$ cat config.mk
export PLATFORM = sky130hd
export DESIGN_NAME = mdu_iter
export DESIGN_NICKNAME = d
export VERILOG_FILES = /design/src/rtl/mdu_iter.sv
export SDC_FILE = /design/constraint.sdc
export NUM_CORES = 1
export LEC_CHECK = 0
export CAP_MARGIN = 40
export CORE_ASPECT_RATIO = 1.2
export CORE_MARGIN = 2
export CORE_UTILIZATION = 44
export DETAILED_ROUTE_END_ITERATION = 16
export GPL_ROUTABILITY_DRIVEN = 1
export PLACE_DENSITY = 0.66
export SETUP_SLACK_MARGIN = 0.4
export SYNTH_ARGS = -nofsm -noshare
export SYNTH_HDL_FRONTEND = slang
export SYNTH_SLANG_ARGS = --single-unit
export TNS_END_PERCENT = 1
$ cat constraint.sdc
create_clock -name clk -period 4.2 [get_ports clk]
set_input_delay 0.42 -clock clk [delete_from_list [all_inputs] [get_ports clk]]
set_output_delay 0.42 -clock clk [all_outputs]
set_load 0.01 [all_outputs]
$ cat src/rtl/mdu_iter.sv
// Iterative multiply/divide unit for the execute stage.
// Owns HI/LO. Multiplies by radix-2 shift-add and divides by restoring
// division, one step per cycle on operand magnitudes. A final FIX cycle
// applies the sign correction and writes HI/LO.
// stall_n freezes the pipeline while an mfhi/mflo waits on an operation
// that is still in flight.
module mdu_iter #(
  parameter int XLEN  = 32,
  parameter int ITERS = 32
) (
  input  logic            clk,
  input  logic            clrn,
  input  logic            start,
  input  logic [1:0]      op,
  input  logic [XLEN-1:0] a,
  input  logic [XLEN-1:0] b,
  input  logic            mthi,
  input  logic            mtlo,
  input  logic [XLEN-1:0] wdata,
  input  logic            read_req,
  output logic [XLEN-1:0] hi,
  output logic [XLEN-1:0] lo,
  output logic            busy,
  output logic            done,
  output logic            div0,
  output logic            stall_n
);

  localparam int CW = $clog2(ITERS);

  typedef enum logic [1:0] {IDLE, MUL, DIV, FIX} state_t;

  state_t state, state_nx;

  logic [CW-1:0]     cnt;
  // Multiply: {partial product high, multiplier being shifted out}.
  // Divide:   {remainder, dividend shifting into quotient}.
  logic [2*XLEN-1:0] acc;
  // Multiplicand magnitude (mul) or divisor magnitude (div).
  logic [XLEN-1:0]   dvs;
  logic [XLEN-1:0]   a_raw;
  logic              is_div;
  logic              sgn_q;
  logic              sgn_r;
  logic              b_zero;

  logic [XLEN:0]     mul_sum;
  logic [2*XLEN-1:0] mul_next;
  logic [XLEN:0]     div_sh;
  logic [XLEN+1:0]   div_diff;
  logic [2*XLEN-1:0] div_next;
  logic [2*XLEN-1:0] prod_fix;
  logic [XLEN-1:0]   hi_res;
  logic [XLEN-1:0]   lo_res;

  // Magnitude of an operand; only negated for signed operations.
  function automatic logic [XLEN-1:0] abs_x(input logic signed [XLEN-1:0] v,
                                            input logic sgn_op);
    logic signed [XLEN-1:0] r;
    r = (sgn_op && (v < 0)) ? -v : v;
    return r;
  endfunction

  // Two's-complement sign correction of a single-width result.
  function automatic logic [XLEN-1:0] sfix_x(input logic [XLEN-1:0] v,
                                             input logic neg);
    return neg ? (~v + 1'b1) : v;
  endfunction

  // Two's-complement sign correction of the double-width product.
  function automatic logic [2*XLEN-1:0] sfix_2x(input logic [2*XLEN-1:0] v,
                                                input logic neg);
    return neg ? (~v + 1'b1) : v;
  endfunction

  assign stall_n = ~(busy & read_req);

  // State register.
  always_ff @(posedge clk or negedge clrn) begin
    if (!clrn) state <= IDLE;
    else       state <= state_nx;
  end

  // Next-state: start is only honoured in IDLE; both loops run ITERS steps.
  always_comb begin
    state_nx = state;
    case (state)
      IDLE: if (start) state_nx = op[1] ? DIV : MUL;
      MUL:  if (cnt == CW'(ITERS - 1)) state_nx = FIX;
      DIV:  if (cnt == CW'(ITERS - 1)) state_nx = FIX;
      FIX:  state_nx = IDLE;
      default: state_nx = IDLE;
    endcase
  end

  // One shift-add step and one restoring-division step.
  always_comb begin
    mul_sum  = {1'b0, acc[2*XLEN-1:XLEN]} + (acc[0] ? {1'b0, dvs} : '0);
    mul_next = {mul_sum, acc[XLEN-1:1]};
    div_sh   = {acc[2*XLEN-1:XLEN], acc[XLEN-1]};
    div_diff = {1'b0, div_sh} - {2'b00, dvs};
    if (div_diff[XLEN+1])
      div_next = {div_sh[XLEN-1:0], acc[XLEN-2:0], 1'b0};
    else
      div_next = {div_diff[XLEN-1:0], acc[XLEN-2:0], 1'b1};
  end

  // Final results; divide by zero bypasses the sign fix entirely.
  always_comb begin
    prod_fix = sfix_2x(acc, sgn_q);
    hi_res   = prod_fix[2*XLEN-1:XLEN];
    lo_res   = prod_fix[XLEN-1:0];
    if (is_div) begin
      if (b_zero) begin
        hi_res = a_raw;
        lo_res = '1;
      end else begin
        hi_res = sfix_x(acc[2*XLEN-1:XLEN], sgn_r);
        lo_res = sfix_x(acc[XLEN-1:0], sgn_q);
      end
    end
  end

  // Operand latch, iteration datapath, HI/LO and status flags.
  always_ff @(posedge clk or negedge clrn) begin
    if (!clrn) begin
      cnt    <= '0;
      acc    <= '0;
      dvs    <= '0;
      a_raw  <= '0;
      is_div <= 1'b0;
      sgn_q  <= 1'b0;
      sgn_r  <= 1'b0;
      b_zero <= 1'b0;
      hi     <= '0;
      lo     <= '0;
      busy   <= 1'b0;
      done   <= 1'b0;
      div0   <= 1'b0;
    end else begin
      done <= 1'b0;
      case (state)
        IDLE: begin
          if (start) begin
            cnt    <= '0;
            a_raw  <= a;
            is_div <= op[1];
            sgn_q  <= ~op[0] & (a[XLEN-1] ^ b[XLEN-1]);
            sgn_r  <= ~op[0] & a[XLEN-1];
            b_zero <= (b == '0);
            busy   <= 1'b1;
            div0   <= 1'b0;
            if (op[1]) begin
              acc <= {{XLEN{1'b0}}, abs_x(a, ~op[0])};
              dvs <= abs_x(b, ~op[0]);
            end else begin
              acc <= {{XLEN{1'b0}}, abs_x(b, ~op[0])};
              dvs <= abs_x(a, ~op[0]);
            end
          end else begin
            if (mthi) hi <= wdata;
            if (mtlo) lo <= wdata;
          end
        end
        MUL: begin
          acc <= mul_next;
          cnt <= cnt + 1'b1;
        end
        DIV: begin
          acc <= div_next;
          cnt <= cnt + 1'b1;
        end
        FIX: begin
          hi   <= hi_res;
          lo   <= lo_res;
          done <= 1'b1;
          busy <= 1'b0;
          div0 <= is_div & b_zero;
        end
        default: ;
      endcase
    end
  end

endmodule

---- Word level (Yosys, flattened, before mapping) ----
Index checks and enable logic that the tools add are counted.
word-level totals
  register bits after elaboration ......... 206
  output and inout port bits .............. 68
  logic and storage cells ................. 90
cells by class
  add/subtract/negate cells ............... 8
  order comparisons ....................... 2
  eq/ne operators ......................... 9
  muxes and demuxes ....................... 32
  bitwise operators ....................... 10
  reduce and logical (&&, ||, !) cells .... 15
operator list
  operator                                                                        count
  32-bit 2-to-1 mux                                                               15
  64-bit 2-to-1 mux                                                               3
  64-bit case mux with 3 select lines                                             1
  32-bit case mux with 2 select lines                                             2
  32-bit by 1-bit adder with 32-bit output (second input constant)                2
  64-bit by 1-bit adder with 64-bit output (second input constant)                1
  32-bit by 1-bit less-than comparator with 1-bit output (second input constant)  2
  32-bit negation                                                                 2
  32-bit inverter                                                                 2
  64-bit inverter                                                                 1
  33-bit by 32-bit subtractor with 34-bit output                                  1
  32-bit by 32-bit adder with 33-bit output                                       1
  32-bit logical NOT                                                              1
  5-bit case mux with 2 select lines                                              1
  2-bit AND reduction                                                             5
  2-bit inequality test (second input constant)                                   4
  2-bit 2-to-1 mux                                                                3
  2-bit case mux with 3 select lines                                              1
  3-bit AND reduction                                                             2
  5-bit by 1-bit adder with 5-bit output (second input constant)                  1
  5-bit == test (second input constant)                                           1
  5-bit 2-to-1 mux                                                                1
  1-bit AND                                                                       4
  2-bit == test (second input constant)                                           2
  other kinds (11)                                                                17

---- Depth between registers and ports, before layout ----
  depth after elaboration ................. 6
  gate-level depth with buffers ........... 14

---- Least setup slack after synthesis ----
No wires, ideal clock.
  path type ............................... register to register
  from .................................... register acc[0]
  to ...................................... register hi[30]
  library setup time ...................... 0.129 ns
  data arrival time ....................... 3.028 ns
  path slack .............................. 1.043 ns
  stages on the path, launching flop included .. 13
  path buffers ............................ 2
  period minus slack after synthesis ...... 3.157 ns
  path through ............................ dfrtp_1 -> inv_1 -> clkbuf_1 -> ha_1 -> or3b_2 -> nor4_1 -> and4_1 -> nand2b_1 -> clkbuf_1 -> nor3_1 -> mux2_2 -> o21ai_0 -> o21ai_0
between the ends
  longest elaborated chain between the ends .. 5
RTL lines
  element                                   line  RTL
  start, declared                           38    logic [2*XLEN-1:0] acc;
  start signal, assigned                    154   acc <= {{XLEN{1'b0}}, abs_x(a, ~op[0])};
  start signal, assigned                    157   acc <= {{XLEN{1'b0}}, abs_x(b, ~op[0])};
  start signal, assigned                    166   acc <= mul_next;
  64-bit inverter                           73    return neg ? (~v + 1'b1) : v;
  64-bit by 1-bit adder with 64-bit output  73
  64-bit 2-to-1 mux                         73
  32-bit 2-to-1 mux                         113   if (is_div) begin
  32-bit case mux with 2 select lines       142   case (state)
  end signal, assigned                      161   if (mthi) hi <= wdata;
  end signal, assigned                      174   hi <= hi_res;
  end, declared                             21    output logic [XLEN-1:0] hi,
No other way between the ends.
A chain may end at the register's enable or synchronous reset.

---- Final worst setup path ----
  from .................................... register acc[0]
  to ...................................... register acc[61]
between the ends
  longest elaborated chain between the ends .. 3
RTL lines
  element                                    line  RTL
  32-bit 2-to-1 mux                          98    mul_sum = {1'b0, acc[2*XLEN-1:XLEN]} + (acc[0] ? {1'b0, dvs} : '0);
  32-bit by 32-bit adder with 33-bit output  98
  64-bit case mux with 3 select lines        142
No other way between the ends.

==> results.yml <==
run:
  drv.max_cap_violation_count: 0
placed_design:
  dp_hpwl_microns: 50200
  gp_congestion: 0.965
  io_buffers: 171
  postPlaceCellArea_sq_um: 19200
run_status:
  result_of_the_run: "finished, violations left"
  violated_checks: "negative hold slack"
timing:
  hold_ws_ns: -0.0356
  timing.fmax_mhz: 275
  max-slew-margin-rel_pct: 34.0
  worst_pin_slew_ns: 0.989
  totalNegativeSetupSlack_ns: 0
  worst_clock_skew_ns: 0.0159
  final-hold-violation-count: 34
  final_min_period_over_clock_period_pct: 86.6
  layout_min_cycle_time_ns: 3.64
  endpoints_failing_setup: 0
  grt_setup_unrepaired: "false"
  max_slew_violation_count: 0
yosys:
  yosysWarningCount: 0
  synth_seq_cells: 206
  synth-xor-area-share_pct: 8.30
  post_synth_instance_area_sq_um: 17000
  synth_area_per_cell_sq_um: 7.88
  synth_mux_area_share_pct: 3.31
  synth_top_area_share_pct: 30.4
  synth-edff-count: 0
  synth_adder_area_share_pct: 5.69
  netlist_top_cells_area: "dfrtp_1, o21ai_0, a21oi_1, xnor2_1, ha_1"
  ys_top_cells_by_count: "nand2_1, o21ai_0, dfrtp_1"
  synth_async_sr_flop_share_pct: 100
  synth_top_family_by_area: "compound AO/OA/AOI/OAI gates"
  ys.flop_type: "dfrtp_1"
  synthDistinctLibCells: 82
  synthesis.nets: 2334
  synth-compound-area-share_pct: 28.5
  yosysSeqAreaShare_pct: 30.4
  syn_inst: 2154
  synth_area_leader_cell: "dfrtp_1"
  most_common_cell_in_the_netlist: "nand2_1"
  yosys.area_share.simple_pct: 18.8
drt:
  ant_nets: 0
  wire_per_inst_microns: 23.6
  dr.first_iter.drc_count: 1689
  drt_first_pass_iters: 6
  post_drt_via_cell_ratio: 6.31
  drcViolationCount: 0
  total_detailed_routing_wirelength_microns: 65100
  dr_total_vias: 17400
min_path:
  hold_path_class: "in2async"
worst_setup_path:
  r2r.worst_path.cells: 14
  worstSetupPathType: "reg2reg"
  worst_ep_arrival_time_ns: 4.07
  critical_path.endpoint_type: "register"
  cp.required_ns: 4.63
  reg2reg_slack_ns: 0.56
  crit-reg2reg-launch: "acc[0]$_DFFE_PN0P_"
  worst_setup_path_start_kind: "register"
  path_max_fanout: 22
  reg2reg_to: "acc[61]$_DFFE_PN0P_"
clock_tree:
  htreeDepth: 1
  clk_pin_slew_ns: 0.07
  tritoncts: "yes"
  cts_root_buf: "clkbuf_16"
  num_cts_buffers: 24
  max-clock-path-buffers: 3
  tritoncts_num_sinks: 206
  clock_insertion_delay_worst_skew_ns: 0.55
  hold_buffers: 0
floorplan:
  number_of_ports_placed_on_the_die_boundary: 172
  die_w_microns: 183
  initial_utilization_pct: 44.7
  row_count: 78
  die_area_sq_um: 40200
  die_height_microns: 219
  fp.coreArea_sq_um: 38000
pwr:
  power_leakage_nw: 8.37
  worst_ir_drop_vdd_mv: 0.403
  power.total_w: 0.0177
  power.density_nw_per_um2: 884
cells_and_area:
  finish.net_count: 2435
  final_core_utilization_pct: 52.7
  area_growth_pct: 17.8
  number_of_antenna_diodes: 0
  fraction_of_final_layout_cells_with_drive_strength_greater_than_1_pct: 7.39
  postLayoutCellArea_sq_um: 20000
  layout.filler_cells: 3641
grt:
  grt_overflow_total: 0
  grt_start_max_net_pins: 98
  grt_first_pass_wirelength_microns: 97400
  initial_antenna_violation_count: 1
  vias_in_the_first_global_route: 16300
  gr-usage-all-layers_pct: 31.7
==> metrics by stage <==
stage	std cells	setup slack (ns)
3_5_place_dp	2709	0.439
2_1_floorplan	2154	1.04
4_1_cts	2753	0.429
6_report	2753	0.564
5_1_grt	2753	0.397
3_3_place_gp	2708	0.489
==> worst max-delay path by stage <==
stage,from,end,slack [ns],depth (start not counted)
2_1_floorplan,acc[0]$_DFFE_PN0P_,hi[30]$_DFFE_PN0P_,1.04,12
3_3_place_gp,a[13],acc[29]$_DFFE_PN0P_,0.49,10
3_5_place_dp,a[3],acc[30]$_DFFE_PN0P_,0.44,9
4_1_cts,acc[0]$_DFFE_PN0P_,acc[61]$_DFFE_PN0P_,0.43,13
5_1_grt,acc[0]$_DFFE_PN0P_,acc[61]$_DFFE_PN0P_,0.40,13
6_report,acc[0]$_DFFE_PN0P_,acc[61]$_DFFE_PN0P_,0.56,14
==> critical path: stages, from the launching register on <==
cell	delay (ns)
dfrtp_1	0.38
buf_4	0.19
clkinvlp_4	0.26
buf_12	0.25
nor2_1	0.10
ha_1	0.32
a21oi_1	0.38
o21ai_0	0.19
a21o_1	0.21
a21o_1	0.17
a21oi_1	0.23
nor2b_1	0.08
a2111oi_0	0.35
o21ai_0	0.14
a211o_1	0.28
==> cells by family (layout without fill, tap and decap cells) <==
group           count (synthesis)  in the layout
simple gates                  667            667
flops                         206            206
xor+xnor                      161            161
buf+inv                       225            344
fa+ha+maj                      76             76
mux                            52             52
compound gates                767            767
==> per-layer routing <==
metal	global-route usage (%)	vias up	part of all wire, %
met5	0	-	0.0092
met4	22.3	2	8.2
met3	4.25	194	8.1
met2	50.1	903	44
met1	40.1	8191	40
li1	-	8074	-
==> report_power, final <==
group / leakage [nW] / total [W] / internal [W] / switching [W]
clock network: 0.365 / 0.00213 / 0.00119 / 0.000942
registers: 2.58 / 0.00410 / 0.00289 / 0.00121
logic: 5.43 / 0.0115 / 0.00458 / 0.00688
==> area by class of cell <==
class / instances / area (sq um) / share of cell area [%]
clock inverters: 16 / 171 / 0.857
well taps: 480 / 601 / 3.00
repair buffers: 225 / 2170 / 10.9
inverters: 75 / 285 / 1.43
flip-flops and latches: 206 / 5150 / 25.8
clock buffers: 28 / 616 / 3.08
multi-input cells: 1723 / 11000 / 55.0
==> state kept, by name (all words and copies together) (netlist names), 2 cells and up <==
signal and count:
a_raw 32, hi 32, state 2, dvs 32
cnt 5, lo 32, acc 64
==> repair_timing <==
action / CTS / global route
resized for setup: 0 / 3
setup buffers: 0 / 0
endpoints found under the setup margin: 0 / 13
==> layout by cell type (no fill, tap or decap), types with 19 or more instances in the layout <==
cell,netlist,layout
inv_1,72,71
xor2_1,48,48
o31ai_1,31,31
mux2_2,33,33
nor2_1,200,200
a221o_1,29,29
o22ai_1,40,40
a21o_1,30,30
nor3_1,36,36
nand2b_1,22,22
nand2_1,230,229
mux2i_1,19,19
dfrtp_1,206,206
xnor2_1,113,113
o21ai_0,228,227
nand3_1,30,30
ha_1,74,73
o211ai_1,29,29
or3_1,23,23
clkbuf_16,0,24
a22oi_1,38,38
clkdlybuf4s50_1,0,169
buf_4,0,50
a21oi_1,199,197
No activity file was read; power rests on OpenSTA's default activity.
